$ cat src/rtl/ones_frame_counter.sv
// Tallies '1' bits over frames of FRAME_LEN accepted bits; result appears 1 cycle after the last accept.
// Backpressure: din_ready drops while a result waits in HOLD and returns the cycle after the res handshake.
module ones_frame_counter #(
    parameter int CNT_W     = 8,
    parameter int FRAME_LEN = 16
) (
    input  logic             clk,
    input  logic             reset,
    input  logic             din,
    input  logic             din_valid,
    output logic             din_ready,
    output logic [CNT_W-1:0] count,
    output logic [CNT_W-1:0] res_count,
    output logic             res_valid,
    input  logic             res_ready,
    output logic             overflow,
    output logic             busy
);

    localparam int IDX_W = $clog2(FRAME_LEN + 1);
    localparam logic [CNT_W-1:0] CNT_MAX  = '1;
    localparam logic [IDX_W-1:0] LAST_IDX = IDX_W'(FRAME_LEN);

    typedef enum logic [1:0] {
        IDLE,
        COUNT,
        HOLD
    } state_t;

    state_t           state;
    logic [IDX_W-1:0] idx;

    logic             accept;
    logic             saturated;
    logic [CNT_W-1:0] count_nxt;
    logic [IDX_W-1:0] idx_nxt;

    assign accept    = din_valid && din_ready;
    assign saturated = (count == CNT_MAX);
    assign count_nxt = (din && !saturated) ? count + CNT_W'(1) : count;
    assign idx_nxt   = idx + IDX_W'(1);

    // IDLE and COUNT share the accept path: in IDLE count and idx are already zero,
    // and a FRAME_LEN of 1 falls straight through to HOLD on the first accept.
    always_ff @(posedge clk) begin
        if (reset) begin
            state     <= IDLE;
            idx       <= '0;
            count     <= '0;
            res_count <= '0;
            res_valid <= 1'b0;
            overflow  <= 1'b0;
            busy      <= 1'b0;
            din_ready <= 1'b1;
        end else begin
            case (state)
                IDLE, COUNT: begin
                    if (accept) begin
                        busy <= 1'b1;
                        if (din && saturated) begin
                            overflow <= 1'b1;
                        end
                        if (idx_nxt == LAST_IDX) begin
                            res_count <= count_nxt;
                            res_valid <= 1'b1;
                            count     <= '0;
                            idx       <= '0;
                            din_ready <= 1'b0;
                            state     <= HOLD;
                        end else begin
                            count <= count_nxt;
                            idx   <= idx_nxt;
                            state <= COUNT;
                        end
                    end
                end
                HOLD: begin
                    if (res_valid && res_ready) begin
                        res_valid <= 1'b0;
                        overflow  <= 1'b0;
                        busy      <= 1'b0;
                        din_ready <= 1'b1;
                        state     <= IDLE;
                    end
                end
                default: begin
                    state <= IDLE;
                end
            endcase
        end
    end

endmodule
$ cat config.mk
export PLATFORM = sky130hd
export DESIGN_NAME = ones_frame_counter
export DESIGN_NICKNAME = d
export VERILOG_FILES = /design/src/rtl/ones_frame_counter.sv
export SDC_FILE = /design/constraint.sdc
export NUM_CORES = 1
export LEC_CHECK = 0
export ABC_AREA = 1
export CORE_ASPECT_RATIO = 1.5
export CORE_UTILIZATION = 35
export CTS_CLUSTER_DIAMETER = 30
export CTS_CLUSTER_SIZE = 25
export DETAILED_ROUTE_END_ITERATION = 6
export GPL_TIMING_DRIVEN = 0
export PLACE_DENSITY = 0.66
export SKIP_LAST_GASP = 1
export SYNTH_ARGS = -nofsm -noshare
export SYNTH_HDL_FRONTEND = slang
export SYNTH_SLANG_ARGS = --single-unit
export TNS_END_PERCENT = 20
$ cat constraint.sdc
create_clock -name clk -period 1.34 [get_ports clk]
set_input_delay 0.268 -clock clk [delete_from_list [all_inputs] [get_ports clk]]
set_output_delay 0.268 -clock clk [all_outputs]
set_load 0.01 [all_outputs]
==> results of run 1 <==
## area by class of cell
class                           count  area, µm²  share of cell area
Buffer                              6       38.8              0.0196
Clock buffer                        3       41.3              0.0209
Clock inverter                      1       5.00             0.00253
Inverter                           18       72.6              0.0367
Multi-Input combinational cell    152        900               0.455
Sequential cell                    27        564               0.286
Tap cell                           43       53.8              0.0272
Timing Repair Buffer               31        294               0.149
Timing Repair inverter              1       6.26             0.00317
## synth_stat cells (all sizes together)
master,n,area share
nand4,3,0.013
dfxtp,27,0.39
nor2,19,0.065
a211oi,2,0.011
o211a,1,0.0072
a21oi,19,0.079
nand3,21,0.082
clkbuf,3,0.0081
o21ai,8,0.034
o211ai,1,0.0054
xor2,2,0.013
buf,3,0.013
nand2,71,0.21
ha,3,0.027
inv,18,0.048
## per-layer routing
layer / GRT usage / routed length, µm / part of all wire / vias to the layer above
met1: 0.199 / 1530 / 0.43 / 668
met5: 0 / 0 / 0 / -
met4: 0.0526 / 27 / 0.0075 / 0
met3: 0.0229 / 68 / 0.019 / 4
li1: - / - / - / 731
met2: 0.319 / 1970 / 0.55 / 15
## cell families (layout without fill, tap and decap cells)
group,after synthesis,in the layout,share of synthesized area
adder cells (fa/ha/maj),3,3,0.0269
XOR/XNOR,2,2,0.0125
flip-flops,27,27,0.387
AND/OR/NAND/NOR,114,116,0.369
AO/OA/AOI/OAI,31,31,0.136
buffers and inverters,24,60,0.0689
## through the flow
stage | utilization | cell area, µm² | total power, mW | worst slack, ns
floorplan | - | 1440 | 0.959 | -0.0325
CTS | 0.481 | 1810 | 1.47 | -0.158
finish | 0.527 | 1980 | 1.49 | -0.224
global placement | 0.459 | 1720 | 1.01 | -0.480
global route | 0.527 | 1980 | 1.56 | -0.308
detailed placement | 0.459 | 1720 | 1.01 | -0.479
## flip-flops by register name, summed over array words and instances (netlist names)
name and cells:
count 8, res_count 8, idx 5, state 2, busy 1, din_ready 1
overflow 1, res_valid 1
## critical path, cell delays in order (launching register included)
cell and delay (ns):
dfxtp_4 0.39, ha_4 0.16, inv_2 0.04, nand2_2 0.05, nand2_2 0.06, nor2_4 0.14
nand3_4 0.10, nor2_4 0.22, clkinv_4 0.14, nand2_2 0.09, a21oi_2 0.05
## power by group
group | switching (mW) | total [mW] | internal (mW)
combinational | 0.108 | 0.183 | 0.0748
sequential | 0.0239 | 0.843 | 0.819
clock | 0.258 | 0.466 | 0.209
## how the worst min path moves through the flow
stage	cells after the start	to	slack [ns]	start
after CTS	2	res_count[3]	0.43	reset
final	2	res_count[3]	0.41	reset
after global placement	2	res_count[1]	0.46	res_count[1]
after floorplan	2	idx[4]	0.45	idx[4]
after global routing	2	res_valid	0.45	reset
after detailed placement	2	res_count[1]	0.46	res_count[1]
## cell usage in the layout (no fill, tap or decap), types with 7 or more instances in the layout
cell              n
nand2_1          59
clkdlybuf4s50_1  23
nand3_1          19
dfxtp_1          18
inv_1            14
a21oi_1          12
nor2_1           10
buf_4             8
nand2_2           7
nor2_4            7
a21oi_2           7
## timing repair
action,in CTS,in global routing
gates cloned,1,2
endpoints found under the setup margin,45,46
setup buffers,2,6
pin swaps,1,15
gates resized for setup,10,35
==> out/metrics.csv, run 1 <==
stage,metric,value,unit
clock_tree,CTS hold repair buffers,0,
drt,drt initial violations,27,
clock_tree,clock transition at the registers of the reported paths,0.09,ns
drt,Avg WL per Cell,12.8,µm
critical_path,CP arrival,1.71,ns
critical_path,Worst R2R Path Depth,10,
sta,Final setup viols,41,
sta,TNS Setup,-4.68,ns
final_layout,Layout area overhead,41.4,%
hold_path,min-delay worst type,input port to register,
placement,Port Buffers,23,
sta,Final Max Slew Viols,0,
sta,Setup Skew,0.00236,ns
clock_tree,clk root buf,clkbuf_8,
sta,Max-slew headroom,0.633,
floorplan,Initial Util,0.373,
floorplan,CORE AREA,3750,µm²
placement,DP Cell Count,267,
global_routing,largest net degree at the start of global routing,16,
sta,WHS,0.415,ns
placement,HPWL Detailed,2410,µm
global_routing,vias in the first global route,1262,
clock_tree,H-tree depth reported by CTS,1,
floorplan,Die Height,79.4,µm
clock_tree,CTS Buffer Depth,2,
clock_tree,CTS buffer count,3,
drt,drt total wl,3600,µm
power_and_ir_drop,PD cells,755,nW/µm²
power_and_ir_drop,Peak VDD IR,0.729,mV
final_layout,Layout Nets,248,
final_layout,fillers,364,
final_layout,ANT cells,0,
sta,RSZ-0062 raised after global routing,true,
placement,global placement routability congestion,0.758,
critical_path,Crit Reg-Reg Startpoint,idx[0],
drt,DR DRC count,0,
sta,Setup WS post-layout,-0.224,ns
yosys,Synth warnings,0,
global_routing,global-route wire length before repair,5520,µm
floorplan,DIE AREA,4260,µm²
critical_path,Worst Path Max Fanout,5,
sta,Final Hold Viols,0,
drt,drt pass-1 iters,6,
drt,vias,1418,
global_routing,gr usage total,0.174,
sta,crit share post-route,1.17,
clock_tree,TritonCTS clock tree,done,
critical_path,endpoint class of the critical path,register,
sta,pin slew with the least headroom to its limit,0.550,ns
sta,Max Fclk,0.639,GHz
critical_path,WS Path Type,register to register,
drt,vias per cell,5.03,
global_routing,GR Overflow Total,0,
yosys,Yosys cell types,24,
global_routing,initial antenna violation count,0,
yosys,Post-Syn Nets,209,
yosys,Post-Syn Area,1400,µm²
yosys,"FF+latch count, synth",27,
clock_tree,"Clk Latency, worst-skew pair",0.27,ns
final_layout,layout cells sized above 1,0.276,
yosys,Gate Count Post-Synth,201,
final_layout,Final Non-Filler Cells,282,
critical_path,Reg-to-Reg End,res_count[1],
status,status,"finished, violations left",
flow_run,Max Cap Violations,0,
critical_path,worst setup path startpoint,idx[0],
floorplan,I/O pins,25,
critical_path,R2R Setup Slk,-0.22,ns
yosys,synthesized area per cell,6.95,µm²
clock_tree,Sink Count,27,
yosys,"Seq/Total Area, Yosys",0.387,
critical_path,Setup crit end,res_count[1],
sta,fin crit period,1.56,ns
floorplan,FP Rows,27,
drt,Final ANT Viol Nets,0,
status,failing checks,setup timing,
floorplan,die width,53.6,µm
power_and_ir_drop,Leak Pwr,0.777,nW
critical_path,Critical Path RT,1.49,ns
critical_path,Setup crit start kind,register,
Power figures use the tool's default switching activity.
==> run 2, diff against run 1 <==
--- a/config.mk
+++ b/config.mk
@@ -7,6 +7,7 @@
 export LEC_CHECK = 0
 export ABC_AREA = 1
 export CORE_ASPECT_RATIO = 1.5
+export CORE_MARGIN = 2
 export CORE_UTILIZATION = 35
 export CTS_CLUSTER_DIAMETER = 30
 export CTS_CLUSTER_SIZE = 25
==> run 2 against run 1 <==
The flow still finishes with violations (setup timing). Largest cell class unchanged. Register-to-register slack barely moved. Sequential power barely moved. Sequential cell count did not move. Via count fell by 0.28%. Routed wire length rose by 1.4%. Global-route usage fell by 1.2 points. Worst setup slack improved by 0.0061 ns. Critical endpoint is now res_count[2].
==> out/metrics.csv, run 2 (same netlist as run 1, synthesis figures left out) <==
stage,metric,value,unit
status,status,"finished, violations left",
status,failing checks,setup timing,
sta,Max Fclk,0.642,GHz
final_layout,Layout Nets,251,
global_routing,largest net degree at the start of global routing,16,
global_routing,vias in the first global route,1303,
hold_path,min-delay worst type,input port to register,
placement,global placement routability congestion,0.801,
critical_path,Setup crit start kind,register,
floorplan,Die Height,81.4,µm
drt,drt pass-1 iters,4,
clock_tree,"Clk Latency, worst-skew pair",0.28,ns
drt,vias,1414,
power_and_ir_drop,"Power, Total",1.50,mW
sta,pin slew with the least headroom to its limit,0.543,ns
clock_tree,CTS buffer count,3,
final_layout,Layout area overhead,44.8,%
critical_path,Worst Path Max Fanout,5,
final_layout,layout cells sized above 1,0.293,
drt,drt initial violations,23,
clock_tree,CTS Buffer Depth,2,
power_and_ir_drop,Leak Pwr,0.818,nW
sta,Max-slew headroom,0.638,
power_and_ir_drop,Peak VDD IR,0.576,mV
final_layout,biggest regs,"count (8), res_count (8), idx (5)",
placement,Port Buffers,23,
sta,Final Max Slew Viols,0,
drt,DR DRC count,0,
flow_run,Max Cap Violations,0,
final_layout,"commonest non-fill, non-tap cell in the layout",nand2_1,
clock_tree,TritonCTS clock tree,done,
critical_path,endpoint class of the critical path,register,
clock_tree,clk root buf,clkbuf_8,
power_and_ir_drop,PD cells,743,nW/µm²
final_layout,ANT cells,0,
sta,Setup Skew,0.00980,ns
placement,HPWL Detailed,2470,µm
final_layout,fillers,373,
global_routing,global-route wire length before repair,5800,µm
sta,TNS Setup,-4.29,ns
sta,crit share post-route,1.16,
clock_tree,H-tree depth reported by CTS,1,
clock_tree,clock transition at the registers of the reported paths,0.10,ns
floorplan,Initial Util,0.359,
global_routing,gr usage total,0.162,
floorplan,I/O pins,25,
critical_path,CP arrival,1.71,ns
critical_path,WS Path Type,register to register,
drt,drt total wl,3650,µm
sta,Final setup viols,40,
sta,Final Hold Viols,0,
floorplan,DIE AREA,4530,µm²
global_routing,GR Overflow Total,0,
sta,Setup WS post-layout,-0.218,ns
sta,fin crit period,1.56,ns
drt,Avg WL per Cell,12.7,µm
floorplan,CORE AREA,3890,µm²
floorplan,FP Rows,28,
drt,vias per cell,4.93,
critical_path,Critical Path RT,1.49,ns
global_routing,initial antenna violation count,0,
clock_tree,Sink Count,27,
drt,Final ANT Viol Nets,0,
final_layout,most frequent cells in the layout,"nand2_1 (57), clkdlybuf4s50_1 (23), nand3_1 (18)",
floorplan,die width,55.6,µm
sta,RSZ-0062 raised after global routing,true,
-- run 2: critical path, cell delays in order (launching register included) --
cell and delay, ns:
dfxtp_4 0.38, ha_4 0.15, inv_2 0.04, nand2_2 0.07, nand2_4 0.06, nor2_4 0.10
nand3_4 0.09, nor2_4 0.19, clkinvlp_4 0.19, nand2_1 0.09, a21oi_1 0.06
-- run 2: worst paths after layout --
path	startpoint	to	slack (ns)	cells after the start
worst max-delay path	idx[0]	res_count[2]	-0.22	10
worst min-delay path	reset	res_count[3]	0.43	2
worst max register to register	idx[0]	res_count[2]	-0.22	10
worst min register to register	res_count[1]	res_count[1]	0.47	2
-- run 2: through the flow --
stage	area [µm²]	util	hold WS [ns]	setup slack (ns)	instances
after global placement	1720	0.443	0.451	-0.499	269
after floorplan	1440	-	0.451	-0.0325	201
after detailed placement	1720	0.443	0.456	-0.507	269
after CTS	1860	0.478	0.421	-0.180	281
after global routing	2020	0.520	0.453	-0.309	287
final	2020	0.520	0.426	-0.218	287
-- run 2: routing by layer --
metal	wire length [µm]	vias up	global-route usage	part of all wire
met5	0	-	0	0
met4	72	0	0.0659	0.020
met3	85	8	0.0287	0.023
met2	1990	17	0.300	0.55
met1	1500	656	0.181	0.41
li1	-	733	-	-
-- run 2: final cells by class --
type / instances / area, µm² / area share
plain buffers: 6 / 42.5 / 0.0210
clock buffers: 3 / 41.3 / 0.0204
clock inverters: 1 / 5.00 / 0.00247
inverters: 18 / 80.1 / 0.0396
multi-input cells: 152 / 908 / 0.449
flip-flops and latches: 27 / 566 / 0.280
well taps: 45 / 56.3 / 0.0278
repair buffers: 34 / 317 / 0.156
repair inverters: 1 / 7.51 / 0.00371
-- run 2: repair_timing --
item | CTS | global route
hold buffers | 0 | 0
setup endpoints to repair | 45 | 45
gates resized for setup | 14 | 37
setup buffers | 6 | 5
pin swaps | 6 | 14
gates cloned | 2 | 1
-- run 2: where the power goes --
| part | switching [mW] | internal, mW | total (mW) | leakage [nW] |
|---|---|---|---|---|
| clock | 0.258 | 0.209 | 0.467 | 0.0255 |
| combinational | 0.110 | 0.0802 | 0.190 | 0.567 |
| sequential | 0.0258 | 0.820 | 0.845 | 0.225 |
| total | 0.394 | 1.11 | 1.50 | 0.818 |
